**config.mk**
```make
export PLATFORM = sky130hd
export DESIGN_NAME = usb_gamepad_link_supervisor
export DESIGN_NICKNAME = d
export VERILOG_FILES = /design/src/rtl/usb_gamepad_link_supervisor.sv
export SDC_FILE = /design/constraint.sdc
export NUM_CORES = 1
export LEC_CHECK = 0
export ABC_AREA = 1
export CORE_MARGIN = 10
export CORE_UTILIZATION = 60
export DETAILED_ROUTE_END_ITERATION = 7
export DONT_BUFFER_PORTS = 1
export PLACE_DENSITY = 0.76
export SYNTH_ARGS = -nofsm -noshare
export SYNTH_HDL_FRONTEND = slang
export SYNTH_SLANG_ARGS = --single-unit
```
**constraint.sdc**
```tcl
create_clock -name clk -period 2.85 [get_ports clk]
set_clock_uncertainty 0.1 [all_clocks]
set_input_delay 0.57 -clock clk [delete_from_list [all_inputs] [get_ports clk]]
set_output_delay 0.57 -clock clk [all_outputs]
set_load 0.1 [all_outputs]
```
**src/rtl/usb_gamepad_link_supervisor.sv**
```systemverilog
`default_nettype none
// ============================================================================
// Module   : usb_gamepad_link_supervisor
// Brief    : HID host link sequencing with backoff, plus frame-coherent buttons
// Revision : 1.0
// ============================================================================
module usb_gamepad_link_supervisor #(
    parameter int RESET_CYCLES   = 16,
    parameter int ATTACH_TIMEOUT = 6000000,
    parameter int ACTIVE_TIMEOUT = 1200000,
    parameter int BACKOFF_MAX    = 3
) (
    input  logic        clk,
    input  logic        reset,
    input  logic        report_valid,
    input  logic [11:0] btn_in,
    input  logic        frame_strobe,
    output logic        host_reset,
    output logic        connected,
    output logic [11:0] btn_out,
    output logic [11:0] btn_pressed,
    output logic [7:0]  reconnect_count
);

    localparam logic [63:0] C_MAX_WINDOW = 64'(ATTACH_TIMEOUT) << BACKOFF_MAX;
    localparam int C_TW_ATT = $clog2(C_MAX_WINDOW + 64'd1);
    localparam int C_TW_ACT = $clog2(ACTIVE_TIMEOUT + 1);
    localparam int C_TW_RST = $clog2(RESET_CYCLES + 1);
    localparam int C_TW_AR  = (C_TW_ACT > C_TW_RST) ? C_TW_ACT : C_TW_RST;
    localparam int C_TW     = (C_TW_ATT > C_TW_AR) ? C_TW_ATT : C_TW_AR;
    localparam int C_BW     = (BACKOFF_MAX > 0) ? $clog2(BACKOFF_MAX + 1) : 1;

    localparam logic [C_TW-1:0] C_TIMER_ONE  = C_TW'(1);
    localparam logic [C_TW-1:0] C_RESET_LAST = C_TW'(RESET_CYCLES - 1);
    localparam logic [C_TW-1:0] C_ACT_LAST   = C_TW'(ACTIVE_TIMEOUT - 1);
    localparam logic [C_BW-1:0] C_BO_MAX     = C_BW'(BACKOFF_MAX);
    localparam logic [C_BW-1:0] C_BO_ONE     = C_BW'(1);

    typedef enum logic [1:0] {
        S_RESET_HOLD = 2'd0,
        S_WAIT_FIRST = 2'd1,
        S_ACTIVE     = 2'd2
    } state_t;

    state_t          r_state;
    logic [C_TW-1:0] r_timer;
    logic [C_BW-1:0] r_backoff;
    logic [11:0]     r_sample;
    logic [C_TW-1:0] w_attach_last;

    // The attach window doubles with each consecutive failed attach.
    assign w_attach_last = (C_TW'(ATTACH_TIMEOUT) << r_backoff) - C_TIMER_ONE;

    always_ff @(posedge clk) begin
        if (reset) begin
            r_state         <= S_RESET_HOLD;
            r_timer         <= '0;
            r_backoff       <= '0;
            r_sample        <= '0;
            host_reset      <= 1'b1;
            connected       <= 1'b0;
            btn_out         <= '0;
            btn_pressed     <= '0;
            reconnect_count <= '0;
        end else begin
            if (frame_strobe) begin
                btn_out     <= r_sample;
                btn_pressed <= r_sample & ~btn_out;
            end
            case (r_state)
                S_RESET_HOLD: begin
                    if (r_timer == C_RESET_LAST) begin
                        r_state    <= S_WAIT_FIRST;
                        r_timer    <= '0;
                        host_reset <= 1'b0;
                    end else begin
                        r_timer <= r_timer + C_TIMER_ONE;
                    end
                end
                S_WAIT_FIRST: begin
                    if (report_valid) begin
                        r_state   <= S_ACTIVE;
                        r_sample  <= btn_in;
                        r_backoff <= '0;
                        r_timer   <= '0;
                        connected <= 1'b1;
                    end else if (r_timer == w_attach_last) begin
                        r_state    <= S_RESET_HOLD;
                        r_timer    <= '0;
                        host_reset <= 1'b1;
                        if (r_backoff != C_BO_MAX) begin
                            r_backoff <= r_backoff + C_BO_ONE;
                        end
                    end else begin
                        r_timer <= r_timer + C_TIMER_ONE;
                    end
                end
                S_ACTIVE: begin
                    if (report_valid) begin
                        r_sample <= btn_in;
                        r_timer  <= '0;
                    end else if (r_timer == C_ACT_LAST) begin
                        // Clearing the sample keeps a dead link from producing press edges.
                        r_state    <= S_RESET_HOLD;
                        r_timer    <= '0;
                        r_sample   <= '0;
                        host_reset <= 1'b1;
                        connected  <= 1'b0;
                        if (reconnect_count != 8'hFF) begin
                            reconnect_count <= reconnect_count + 8'd1;
                        end
                    end else begin
                        r_timer <= r_timer + C_TIMER_ONE;
                    end
                end
                default: begin
                    r_state    <= S_RESET_HOLD;
                    r_timer    <= '0;
                    host_reset <= 1'b1;
                    connected  <= 1'b0;
                end
            endcase
        end
    end

endmodule
`default_nettype wire

```
* Word level (Yosys, flattened, before mapping)
Index checks and enable logic that the tools add are counted.
Cells by class: muxes and demuxes 29, shift operators 1, magnitude comparators 0, equality and inequality tests 15, multiply operators 0, add/sub/neg operators 4, bitwise gates (word level) 4, divide/modulo/power cells 0, reductions and logical operators 10
Operators with widths (count):
- $mux 26 | 5
- $pmux 26 s3 | 1
- $mux 12 | 3
- $add 26x1->26 const B | 1
- $eq 26x21->1 const B | 1
- $eq 26x26->1 | 1
- $eq 26x4->1 const B | 1
- $shl 23x2->26 const A | 1
- $sub 26x1->26 const B | 1
- $pmux 12 s2 | 1
- $mux 2 | 8
- $ne 2x2->1 const B | 7
- $and 12x12->12 | 1
- $not 12->12 | 1
- $reduce_and 4->1 | 3
- $add 8x1->8 const B | 1
- $mux 1 | 8
- $ne 8x8->1 const B | 1
- $ne 3x3->1 const B | 2
- $pmux 1 s3 | 2
- $pmux 2 s3 | 1
- $reduce_and 3->1 | 2
- $reduce_bool 2->1 | 3
- $reduce_and 5->1 | 1
- 5 further kinds | 6
Storage, ports and cells: latch bits 0, memories kept 0, bits in read-only memories 0, word-level logic and storage cells 72, bits of input ports 16, bits in registers 76, memory bits (writable) 0

* Longest topological paths before layout
word-level depth 6, depth in mapped cells 16, depth with buffers taken out 15

* Least setup slack after synthesis
OpenSTA, ideal clock, no wires.
kind reg-to-reg, from register reconnect_count[1], to register reconnect_count[2], arrival 2108 ps, library setup time 70 ps, data required time 2680 ps, setup slack 571 ps, path buffers 0, stages on the path, launching flop included 8, cell sequence dfxtp_1 > ha_1 > nand4_1 > nor3_1 > nor2_1 > nand3_2 > nand2_1 > a21oi_1
On the way: cells in the longest elaborated chain, start to end 2, elaborated cells between the ends (all ways) 3, classes of those cells 1 x add/sub; 1 x eq/ne; 1 x reduce/logical
RTL lines:
- start: declaration | RTL line 22 | output logic [7:0] reconnect_count
- start signal: assignment | RTL line 110 | reconnect_count <= reconnect_count + 8'd1;
- branches (longest 2 deep; another with $add 8x1->8)
Parallel ways; which one is timed is not known. A chain may end at the register's enable or synchronous reset.

* Final worst setup path
from register r_backoff[0], to register r_timer[2]
On the way: cells in the longest elaborated chain, start to end 6
RTL lines:
- start: declaration | RTL line 47 | logic [C_BW-1:0] r_backoff;
- start signal: assignment | RTL line 92 | r_backoff <= r_backoff + C_BO_ONE;
- $shl 23x2->26 | RTL line 52 | assign w_attach_last = (C_TW'(ATTACH_TIMEOUT) << r_backoff) - C_TIMER_ONE;
- $sub 26x1->26 | RTL line 52
- $eq 26x26->1 | RTL line 87 | end else if (r_timer == w_attach_last) begin
- $mux 26 | RTL line 87
- $mux 26 | RTL line 81 | if (report_valid) begin
- $pmux 26 s3 | RTL line 70 | case (r_state)
- end signal: assignment | RTL line 77 | r_timer <= r_timer + C_TIMER_ONE;
- end signal: assignment | RTL line 95 | r_timer <= r_timer + C_TIMER_ONE;
- end signal: assignment | RTL line 113 | r_timer <= r_timer + C_TIMER_ONE;
- end: declaration | RTL line 46 | logic [C_TW-1:0] r_timer;
No other way between the ends.

==> results_dict.tcl <==
set metrics [dict create \
    r2r_slack_ns 0.28 \
    rsz0062_at_grt "no" \
    dp_hpwl_um 9271 \
    synth_cell_types 32 \
    fin_tns_setup_ns 0 \
    drc 0 \
    antenna_left 0 \
    h-tree-depth 3 \
    ys_async_sr_fraction_pct 0 \
    p_sw_share_pct 31.35 \
    grt_max_degree 51 \
    tightest_slew_ns 0.9880 \
    drtIter0Drc 282 \
    num_vias 4242 \
    grt_pass1_wl_um 19440 \
    cp_common_cell "nand2_1" \
    finish.utilization_pct 68.63 \
    max_freq_mhz 388.4 \
    p_int_uw 1482 \
    antenna_found_initial 0 \
    ir_drop_uv 278.2 \
    diodes 0 \
    chipWidth_um 104.5 \
    synth_top_cell_area_share_pct 35.55 \
    yosysMostFrequentCell "nand2_1" \
    dp.cells 766 \
    status "finished clean" \
    cts_tree "done" \
    wl_per_cell_um 15.49 \
    die_area_sq_um 10910 \
    seqPwrFrac_pct 53.1 \
    post_layout_nonfiller_instances 782 \
    timing_worst_setup_path_type "reg -> reg" \
    worst_r2r_startpoint "r_backoff[0]" \
    cp-start-kind "register" \
    max_stage_delay_ns 0.47 \
    setup_viol 0 \
    min_path_type "in -> reg" \
    synth_common_cells "nand2_1 (180), nor2_1 (98), inv_1 (88)" \
    post-route-min-period_ns 2.575 \
    drv_cap 0 \
    synth_seq_cells 76 \
    whs_endpoint "btn_pressed[2]" \
    worstPathMaxFanout 16 \
    routed_wirelength_um 12110 \
    relSlewSlack_pct 34.04 \
    fp.coreArea_sq_um 6869 \
    powerDensity_nw_per_um2 457.9 \
    r2r_cells 15 \
    hold_viol_final 0 \
    dieHeight_um 104.5 \
    row_count 30 \
    start_util_pct 62.31 \
    synth_warnings 0 \
    hold_buffers 0 \
    drt_pass1_iterations 5 \
    final-max-slew-violation-count 0 \
    synth_top_flop_cell "dfxtp_1" \
    clk_pin_slew_worst_paths_ns 0.09 \
    syn_area_sq_um 4280 \
    clockBufferDepth 2 \
    cp_cell_sequence "inv_1, ha_1, inv_2, nand2_1, nand2_1, nand2_1, nand2_1, inv_1, nand2_1, nor2_2, nand2_2, nand3_2, nand3_4, nand2_2, nor2_1" \
    cp_data_required_time_ns 3.00 \
    area_growth_pct 10.14 \
    leakage_uw 0.002144 \
    nets 707 \
    clock_power_share_pct 37.6 \
    n_fill_cell 636 \
    drive_above_1_share_pct 9.329 \
    final-seq-area_sq_um 1523 \
    grt_pass1_vias 3975 \
    synth_nets 687 \
    pin_count 50 \
    cts_made_buffers 9 \
    hold_depth 1 \
    reg2reg_to "r_timer[2]" \
    synth_seq_area_share_pct 35.55 \
    routed_via_density 5.425 \
    synth_cells 661 \
    synth_area_leaders "dfxtp_1 (36%), nand2_1 (16%), nor2_1 (8.6%)" \
    synth_edf_count 0 \
    crit_slowest_cell "dfxtp_1" \
    multiInputGateArea_sq_um 2308 \
    min_from "reset" \
    grt_usage_pct 21.55 \
    period_share_pct 90.35 \
    grt-ovfl-total 0 \
    p_comb_share_pct 9.3 \
    synth_top_area_cell "dfxtp_1" \
    cts-root-buf "clkbuf_8" \
    power.switching_uw 676.8 \
    gp_congestion 0.9765 \
    postSynthAreaPerCell_sq_um 6.476 \
    clock-sinks 76 \
    worstSetupEndpointType "register" \
    numPortBuffers 0 \
    clock_latency_ns 0.37 \
    critical_path_arrival_ns 2.73 \
]
## worst max-delay path by stage
stage | start | cells after the start | slack [ns] | endpoint
floorplan | reconnect_count[1] | 7 | 0.57 | reconnect_count[2]
global placement | r_backoff[1] | 15 | 0.37 | r_timer[17]
detailed placement | r_backoff[1] | 15 | 0.23 | r_timer[2]
CTS | r_backoff[1] | 15 | 0.21 | r_timer[2]
global route | r_backoff[0] | 15 | 0.02 | r_timer[2]
finish | r_backoff[0] | 15 | 0.28 | r_timer[2]
## logic make-up after synthesis
logic type | synth area share [%]
simple gates | 38.38
buf+inv | 10.52
flops | 35.55
compound gates | 8.331
xor+xnor | 4.297
fa+ha+maj | 2.923
## power by group through the flow
stage / sequential (uW) / combinational, uW / clock [uW]
6_report: 1150 / 201 / 813
5_1_grt: 1150 / 219 / 860
4_1_cts: 1150 / 201 / 821
3_5_place_dp: 1170 / 201 / 0
3_3_place_gp: 1170 / 193 / 0
2_1_floorplan: 1210 / 129 / 0
## critical path, delay by kind of cell, from the launching register on
kind	cells	cell delay (ns)
fa+ha+maj	1	0.42
buf+inv	3	0.30
simple gates	11	1.17
flops	1	0.47
## layout make-up
class | count | area share, %
multi-input cells | 471 | 48.96
flip-flops and latches | 76 | 32.30
inverters | 94 | 7.484
repair buffers | 29 | 4.618
clock buffers | 9 | 2.627
well taps | 96 | 2.548
clock inverters | 7 | 1.460
## registers in the layout, indices dropped and copies added (netlist names)
register / flops
btn_pressed: 12
host_reset: 1
r_sample: 12
connected: 1
r_timer: 26
r_state: 2
r_backoff: 2
reconnect_count: 8
btn_out: 12
## cells in the final DEF, fill, tap and decap left out, drive strengths merged, types with 10 or more instances in the layout
cell and count:
nand2 183, nor2 102, inv 95, dfxtp 76, nand3 43, a21oi 37
buf 29, nand4 23, nor3 19, xor2 17, a2bb2oi 12, o21ai 11
ha 10
## routing by layer
layer  up-vias  global-route usage [%]  routed length [um]  share of wire [%]
met4         0                   6.958                 221                1.8
met1      1924                   26.59                5157                 43
met5         -                       0                   0                  0
li1       2133                       -                   -                  -
met2       161                   35.23                5644                 47
met3        24                   5.948                1090                9.0
## what timing repair did
item / in CTS / in global routing
gates resized for setup: 0 / 1
setup endpoints to repair: 0 / 10
setup buffers: 0 / 0
## per-stage QoR
stage	setup WS, ns	total power, uW	area, sq um	hold WS (ns)
6_report	0.2751	2159	4715	0.1632
5_1_grt	0.01864	2227	4715	0.1388
4_1_cts	0.2108	2168	4713	0.1490
3_5_place_dp	0.2335	1371	4521	0.3468
3_3_place_gp	0.3694	1361	4521	0.3428
2_1_floorplan	0.5713	1341	4280	0.3298
Power figures use the tool's default switching activity.
